==> config.mk <==
export PLATFORM = sky130hd
export DESIGN_NAME = abc_front_end_flat
export DESIGN_NICKNAME = d
export VERILOG_FILES = /design/src/rtl/abc_pkg.sv /design/src/rtl/abc_if.sv /design/src/rtl/abc_chan_cond.sv /design/src/rtl/abc_front_end.sv /design/src/flat_wrapper.sv
export SDC_FILE = /design/constraint.sdc
export NUM_CORES = 1
export LEC_CHECK = 0
export CAP_MARGIN = 20
export CORE_AREA = 2 2 64 66
export DETAILED_ROUTE_END_ITERATION = 12
export DIE_AREA = 0 0 66 68
export PLACE_DENSITY = 0.73
export SLEW_MARGIN = 20
export SYNTH_ARGS = -nofsm -noshare
export SYNTH_HDL_FRONTEND = slang
export SYNTH_SLANG_ARGS = --single-unit
==> constraint.sdc <==
create_clock -name clk -period 1.4 [get_ports clk]
set_input_delay 0.21 -clock clk [delete_from_list [all_inputs] [get_ports clk]]
set_output_delay 0.21 -clock clk [all_outputs]
set_load 0.1 [all_outputs]
==> src/rtl/abc_pkg.sv <==
// Shared types and default parameters for the ABC detector front-end.
package abc_pkg;

    typedef enum logic [2:0] {
        IDLE,
        ARM,
        FIRE,
        DEAD,
        WAIT_LOW
    } chan_state_t;

    localparam int unsigned DEF_SYNC_STAGES = 2;
    localparam int unsigned DEF_MIN_WIDTH   = 2;
    localparam int unsigned DEF_DEAD_CYCLES = 8;
    localparam int unsigned DEF_CNT_W       = 4;

endpackage

==> src/rtl/abc_if.sv <==
// Detector-side bundle: raw inputs in, conditioned strobes and lost counts out.
interface abc_if
    import abc_pkg::*;
#(
    parameter int unsigned CNT_W = DEF_CNT_W
);

    logic             raw1;
    logic             raw2;
    logic             x1;
    logic             x2;
    logic             busy1;
    logic             busy2;
    logic [CNT_W-1:0] lost1;
    logic [CNT_W-1:0] lost2;

    modport master (
        output raw1, raw2,
        input  x1, x2, busy1, busy2, lost1, lost2
    );

    modport slave (
        input  raw1, raw2,
        output x1, x2, busy1, busy2, lost1, lost2
    );

endinterface

==> src/rtl/abc_chan_cond.sv <==
// One detector channel: input synchronizer, width filter / dead-time FSM and
// saturating lost-pulse counter.
module abc_chan_cond
    import abc_pkg::*;
#(
    parameter int unsigned SYNC_STAGES = DEF_SYNC_STAGES,
    parameter int unsigned MIN_WIDTH   = DEF_MIN_WIDTH,
    parameter int unsigned DEAD_CYCLES = DEF_DEAD_CYCLES,
    parameter int unsigned CNT_W       = DEF_CNT_W
) (
    input  logic             clk,
    input  logic             reset,
    input  logic             enable,
    input  logic             clear_lost,
    input  logic             raw,
    output logic             x,
    output logic             busy,
    output logic [CNT_W-1:0] lost
);

    localparam int unsigned WW = $clog2(MIN_WIDTH + 1);

    logic [SYNC_STAGES-1:0] sync;
    logic                   s;
    logic                   s_q;
    logic                   rise;

    chan_state_t            state;
    chan_state_t            state_n;
    logic [WW-1:0]          wcnt;
    logic [WW-1:0]          wcnt_n;
    logic [WW-1:0]          wcnt_inc;
    logic [CNT_W-1:0]       dcnt;
    logic [CNT_W-1:0]       dcnt_n;
    logic                   lost_inc;

    assign s        = sync[SYNC_STAGES-1];
    assign rise     = s & ~s_q;
    assign wcnt_inc = wcnt + WW'(1);

    always_ff @(posedge clk or posedge reset) begin
        if (reset) begin
            sync <= '0;
            s_q  <= 1'b0;
        end else begin
            sync <= {sync[SYNC_STAGES-2:0], raw};
            s_q  <= s;
        end
    end

    always_comb begin
        state_n  = state;
        wcnt_n   = wcnt;
        dcnt_n   = dcnt;
        lost_inc = 1'b0;
        if (!enable) begin
            state_n = IDLE;
        end else begin
            case (state)
                IDLE: begin
                    if (rise) begin
                        wcnt_n = WW'(1);
                        if (MIN_WIDTH == 1) state_n = FIRE;
                        else                state_n = ARM;
                    end
                end
                ARM: begin
                    if (!s) begin
                        state_n = IDLE;
                    end else begin
                        wcnt_n = wcnt_inc;
                        if (wcnt_inc == WW'(MIN_WIDTH)) state_n = FIRE;
                    end
                end
                FIRE: begin
                    state_n = DEAD;
                    dcnt_n  = '0;
                end
                DEAD: begin
                    lost_inc = rise;
                    if (dcnt == CNT_W'(DEAD_CYCLES - 1)) state_n = WAIT_LOW;
                    else                                 dcnt_n  = dcnt + CNT_W'(1);
                end
                WAIT_LOW: begin
                    if (!s) state_n = IDLE;
                end
                default: state_n = IDLE;
            endcase
        end
    end

    // x and busy are registered views of the current state, so both lag it by one cycle.
    always_ff @(posedge clk or posedge reset) begin
        if (reset) begin
            state <= IDLE;
            wcnt  <= '0;
            dcnt  <= '0;
            x     <= 1'b0;
            busy  <= 1'b0;
            lost  <= '0;
        end else begin
            state <= state_n;
            wcnt  <= wcnt_n;
            dcnt  <= dcnt_n;
            x     <= enable && (state == FIRE);
            busy  <= (state != IDLE);
            if (clear_lost)                   lost <= '0;
            else if (lost_inc && lost != '1) lost <= lost + CNT_W'(1);
        end
    end

endmodule

==> src/rtl/abc_front_end.sv <==
// Two independent conditioned detector channels feeding the coincidence counter.
module abc_front_end
    import abc_pkg::*;
#(
    parameter int unsigned SYNC_STAGES = DEF_SYNC_STAGES,
    parameter int unsigned MIN_WIDTH   = DEF_MIN_WIDTH,
    parameter int unsigned DEAD_CYCLES = DEF_DEAD_CYCLES,
    parameter int unsigned CNT_W       = DEF_CNT_W
) (
    input  logic clk,
    input  logic reset,
    input  logic enable,
    input  logic clear_lost,
    abc_if.slave bus
);

    abc_chan_cond #(
        .SYNC_STAGES (SYNC_STAGES),
        .MIN_WIDTH   (MIN_WIDTH),
        .DEAD_CYCLES (DEAD_CYCLES),
        .CNT_W       (CNT_W)
    ) u_chan1 (
        .clk        (clk),
        .reset      (reset),
        .enable     (enable),
        .clear_lost (clear_lost),
        .raw        (bus.raw1),
        .x          (bus.x1),
        .busy       (bus.busy1),
        .lost       (bus.lost1)
    );

    abc_chan_cond #(
        .SYNC_STAGES (SYNC_STAGES),
        .MIN_WIDTH   (MIN_WIDTH),
        .DEAD_CYCLES (DEAD_CYCLES),
        .CNT_W       (CNT_W)
    ) u_chan2 (
        .clk        (clk),
        .reset      (reset),
        .enable     (enable),
        .clear_lost (clear_lost),
        .raw        (bus.raw2),
        .x          (bus.x2),
        .busy       (bus.busy2),
        .lost       (bus.lost2)
    );

endmodule

==> src/flat_wrapper.sv <==
// flat-port wrapper written by rule: the top's interface ports become plain ports
module abc_front_end_flat import abc_pkg::*;
#(
    parameter int unsigned SYNC_STAGES = DEF_SYNC_STAGES,
    parameter int unsigned MIN_WIDTH   = DEF_MIN_WIDTH,
    parameter int unsigned DEAD_CYCLES = DEF_DEAD_CYCLES,
    parameter int unsigned CNT_W       = DEF_CNT_W
)
  (clk, reset, enable, clear_lost, bus_raw1, bus_raw2, bus_x1, bus_x2, bus_busy1, bus_busy2, bus_lost1, bus_lost2);
  abc_if #(.CNT_W(CNT_W)) bus_i ();
  input  logic clk;
  input  logic reset;
  input  logic enable;
  input  logic clear_lost;
  input wire logic [$bits(bus_i.raw1)-1:0] bus_raw1;
  input wire logic [$bits(bus_i.raw2)-1:0] bus_raw2;
  output wire logic [$bits(bus_i.x1)-1:0] bus_x1;
  output wire logic [$bits(bus_i.x2)-1:0] bus_x2;
  output wire logic [$bits(bus_i.busy1)-1:0] bus_busy1;
  output wire logic [$bits(bus_i.busy2)-1:0] bus_busy2;
  output wire logic [$bits(bus_i.lost1)-1:0] bus_lost1;
  output wire logic [$bits(bus_i.lost2)-1:0] bus_lost2;
  assign bus_i.raw1 = bus_raw1;
  assign bus_i.raw2 = bus_raw2;
  assign bus_x1 = bus_i.x1;
  assign bus_x2 = bus_i.x2;
  assign bus_busy1 = bus_i.busy1;
  assign bus_busy2 = bus_i.busy2;
  assign bus_lost1 = bus_i.lost1;
  assign bus_lost2 = bus_i.lost2;
  abc_front_end #(.SYNC_STAGES(SYNC_STAGES), .MIN_WIDTH(MIN_WIDTH), .DEAD_CYCLES(DEAD_CYCLES), .CNT_W(CNT_W)) u_core (.clk(clk), .reset(reset), .enable(enable), .clear_lost(clear_lost), .bus(bus_i));
endmodule
==> impl_metrics.csv <==
group,metric,value,unit
placed_design,place_congestion,0.849,
global_routing,grt_first_pass_wirelength,6720,µm
timing,max_slew_margin,79.1,%
pwr,max-vdd-ir-drop,0.867,mV
pwr,leakagePower,1.20,nW
worst_setup_path,setup.worst_path.class,"reg -> reg",
drt,antenna_left,0,
drt,drt_first_iter_violations,100,
timing,final_min_period,1.43,ns
global_routing,antenna_found_initial,0,
timing,report.final.hold_viol_count,0,
worst_setup_path,required_time_worst_endpoint,1.58,ns
pwr,clkPwrFrac,25.0,%
timing,rsz0062_at_grt,"yes",
drt,first_pass_iters,4,
worst_setup_path,critPathLaunchType,"flop",
global_routing,globalRoute.totalOverflow,0,
clock_tree,clkSinkCount,36,
status,failed_checks,"negative setup slack",
synth,synth.distinct_cells,49,
drt,routed_wirelength,3950,µm
drt,dr_wl_met2,2190,µm
worst_setup_path,worst-path-max-fanout,2,
drt,drt-vias-per-instance,5.63,
timing,final_max_slew_viol_count,0,
synth,synth_warnings,0,
worst_setup_path,critPathMaxStageDelay,0.49,ns
worst_setup_path,crit_path_top_delay_cell,"sky130_fd_sc_hd__dfrtp_4",
drt,met1_length,1570,µm
clock_tree,holdBufCountCts,0,
synth,ys_top_cells_by_area,"sky130_fd_sc_hd__dfrtp_1 (49%), sky130_fd_sc_hd__ha_1 (4.1%), sky130_fd_sc_hd__nor2b_1 (4.1%)",
drt,route.detailed.wl_per_inst,14.7,µm
status,status,"complete, but fails checks",
clock_tree,cts.clk_slew.worst_paths,0.07,ns
global_routing,grtUsageTotal,20.1,%
synth,post_synth.cell_area_avg,11.0,µm²
worst_setup_path,path_cells,"ha_4 -> and3_4 -> nor4_4 -> mux2_4",
synth,syn_nets,180,
timing,totalNegativeSetupSlack,-0.0362,ns
worst_setup_path,critical_path_arrival,1.60,ns
synth,synth_top_flop_cell,"sky130_fd_sc_hd__dfrtp_1",
clock_tree,tritoncts,"built",
clock_tree,cts.path.max_buffers,2,
timing,whs,0.258,ns
timing,timing.clock.skew,0.00211,ns
global_routing,grt_pass1_vias,1514,
synth,postSynthCellCount,168,
synth,synth_seq_area_share,48.7,%
floorplanning,placeableCoreArea,0.00386,mm²
worst_setup_path,nature_of_the_critical_path_endpoint,"flop",
floorplanning,initial_core_util,47.9,%
global_routing,largest_net_degree_at_the_start_of_global_routing,37,
synth,post-synth-top-area-fraction,48.7,%
timing,portion_of_the_clock_cycle_consumed_by_the_worst_path_in_the_final_layout,102,%
drt,drcViolationCount,0,
cells_and_area,num_antenna_cells,0,
cells_and_area,layout.filler_cells,277,
pwr,internal_power,2.03,mW
drt,vias,1510,
pwr,power_density_over_the_cells,1160,mW/mm²
drt,routed-wl-met3,104,µm
clock_tree,clk-insertion-delay-late,0.29,ns
floorplanning,die_x,66,µm
run,cap_viol_max_count,0,
synth,synth_enable_flop_cells,0,
cells_and_area,design.final.nets,229,
timing,maximum_achievable_frequency,0.701,GHz
placed_design,port_buf_inserts,17,
timing,finalWorstSetupSlack,-0.0264,ns
drt,highest_metal_used,"met4",
clock_tree,tritoncts.num_buffers,5,
cells_and_area,share_of_cells_above_drive_strength_1,36.7,%
synth,syn-cell-area,0.00185,mm²
floorplanning,num_io_pins,18,
floorplanning,die_area,0.00449,mm²
pwr,pwr-share-seq,44.5,%
pwr,power_switching,1.02,mW
floorplanning,floorplan.rows,23,
floorplanning,chipHeight,68,µm
pwr,swShare,33.5,%
pwr,pwr-share-comb,30.5,%
synth,yosysTopAreaCell,"sky130_fd_sc_hd__dfrtp_1",
cells_and_area,synthToLayoutAreaGrowth,41.5,%
worst_hold_path,holdCritPathClass,"in -> async",
timing,setup_viol,2,
clock_tree,htree_levels,2,
placed_design,detailed_place_hpwl,3020,µm
synth,synth.ff_latch_count,36,
synth,synth_async_sr_flop_share,100,%
timing,slew_worst_pin,0.313,ns
clock_tree,cts_root_buffer,"sky130_fd_sc_hd__clkbuf_8",
-- state kept, by name, indices dropped and copies added, names as in the netlist, 2 cells and up --
name / count
u_core.u_chan1.dcnt: 4
u_core.u_chan1.lost: 4
u_core.u_chan1.state: 3
u_core.u_chan1.sync: 2
u_core.u_chan1.wcnt: 2
u_core.u_chan2.dcnt: 4
u_core.u_chan2.lost: 4
u_core.u_chan2.state: 3
u_core.u_chan2.sync: 2
u_core.u_chan2.wcnt: 2
-- stage by stage --
stage | area (µm²) | total power [mW] | setup WS (ns) | std cells | utilization, %
detailed placement | 2440 | 2.28 | -0.403 | 256 | 63.2
global placement | 2440 | 2.21 | -0.384 | 256 | 63.2
finish | 2620 | 3.05 | -0.0264 | 268 | 67.8
CTS | 2550 | 3.05 | -0.0569 | 265 | 66.1
global route | 2620 | 3.22 | -0.0776 | 268 | 67.8
floorplan | 1900 | 1.92 | -0.254 | 168 | -
-- critical path: cells and delay by family (launching register included) --
family                   cells  cell delay (ns)
flip-flops                   1             0.49
AND/OR/NAND/NOR              2             0.33
multiplexers                 1             0.32
adder cells (fa/ha/maj)      1             0.17
-- routing by layer --
metal / track usage (%) / up-vias
li1: - / 713
met1: 22.9 / 772
met2: 35.0 / 16
met3: 5.92 / 9
met4: 9.18 / 0
met5: 0 / -
-- power groups by stage --
stage / Sequential, mW / Combinational [mW] / Clock, mW
3_3_place_gp: 1.35 / 0.859 / 0
6_report: 1.35 / 0.929 / 0.762
5_1_grt: 1.37 / 1.03 / 0.823
4_1_cts: 1.35 / 0.915 / 0.793
3_5_place_dp: 1.37 / 0.910 / 0
2_1_floorplan: 1.50 / 0.413 / 0
-- cells in the final DEF, fill, tap and decap left out, types with 3 or more instances in the layout --
cell type	count
sky130_fd_sc_hd__a31oi_1	4
sky130_fd_sc_hd__inv_1	7
sky130_fd_sc_hd__clkdlybuf4s50_1	4
sky130_fd_sc_hd__and3b_2	3
sky130_fd_sc_hd__clkbuf_8	6
sky130_fd_sc_hd__dfrtp_4	4
sky130_fd_sc_hd__nand2b_1	8
sky130_fd_sc_hd__ha_4	3
sky130_fd_sc_hd__nor2b_1	12
sky130_fd_sc_hd__nor2_1	11
sky130_fd_sc_hd__buf_4	30
sky130_fd_sc_hd__a21oi_1	5
sky130_fd_sc_hd__and3_1	4
sky130_fd_sc_hd__mux2i_1	5
sky130_fd_sc_hd__nand3_1	7
sky130_fd_sc_hd__buf_12	13
sky130_fd_sc_hd__a22o_1	3
sky130_fd_sc_hd__nand3b_1	4
sky130_fd_sc_hd__o21ai_0	4
sky130_fd_sc_hd__nand2_1	5
sky130_fd_sc_hd__dfrtp_2	6
sky130_fd_sc_hd__dfrtp_1	26
-- cell usage after synthesis (2+ instances only) --
library cell / count
sky130_fd_sc_hd__a21oi_1: 5
sky130_fd_sc_hd__a22o_1: 3
sky130_fd_sc_hd__a311oi_1: 2
sky130_fd_sc_hd__a31oi_1: 4
sky130_fd_sc_hd__a32oi_1: 2
sky130_fd_sc_hd__and3_1: 5
sky130_fd_sc_hd__and3b_1: 2
sky130_fd_sc_hd__and3b_2: 3
sky130_fd_sc_hd__clkbuf_1: 3
sky130_fd_sc_hd__dfrtp_1: 36
sky130_fd_sc_hd__ha_1: 6
sky130_fd_sc_hd__inv_1: 7
sky130_fd_sc_hd__mux2_2: 3
sky130_fd_sc_hd__mux2i_1: 5
sky130_fd_sc_hd__nand2_1: 5
sky130_fd_sc_hd__nand2b_1: 8
sky130_fd_sc_hd__nand3_1: 8
sky130_fd_sc_hd__nand3b_1: 4
sky130_fd_sc_hd__nand4b_4: 2
sky130_fd_sc_hd__nor2_1: 11
sky130_fd_sc_hd__nor2b_1: 12
sky130_fd_sc_hd__nor4_1: 2
sky130_fd_sc_hd__o21ai_0: 4
-- cell type report --
cell class / count / area [µm²] / share of cell area (%)
Sequential cell: 36 / 923 / 35.3
Multi-Input combinational cell: 119 / 978 / 37.4
Clock buffer: 8 / 90.1 / 3.44
Tap cell: 50 / 62.6 / 2.39
Timing Repair Buffer: 48 / 534 / 20.4
Inverter: 7 / 26.3 / 1.00
-- final timing paths --
kind	from	to	slack (ns)	cells after the start
worst max-delay path	u_core.u_chan1.lost[0]$_DFFE_PP0P_	u_core.u_chan1.lost[3]$_DFFE_PP0P_	-0.03	4
worst min-delay path	reset	u_core.u_chan2.wcnt[0]$_DFFE_PP0P_	0.26	3
worst max register to register	u_core.u_chan1.lost[0]$_DFFE_PP0P_	u_core.u_chan1.lost[3]$_DFFE_PP0P_	-0.03	4
worst min register to register	u_core.u_chan2.sync[0]$_DFF_PP0_	u_core.u_chan2.sync[1]$_DFF_PP0_	0.37	0
max in group asynchronous	reset	u_core.u_chan1.lost[1]$_DFFE_PP0P_	0.94	3
min in group clk	bus_raw2	u_core.u_chan2.sync[0]$_DFF_PP0_	0.36	1
-- what timing repair did --
item,in CTS,in global routing
resized for setup,5,9
endpoints found under the setup margin,10,10
pin swaps,2,2
cloned,0,0
setup buffers,1,3
hold endpoints to repair,0,0
-- kinds of logic (layout without fill, tap and decap cells) --
family,Yosys count,after routing,share of synthesized area (%)
compound gates,31,31,12.6
fa+ha+maj,6,6,4.06
buf+inv,13,63,3.18
flops,36,36,48.7
mux,9,9,5.15
simple gates,73,73,26.3
(Power assumes the default switching activity.)
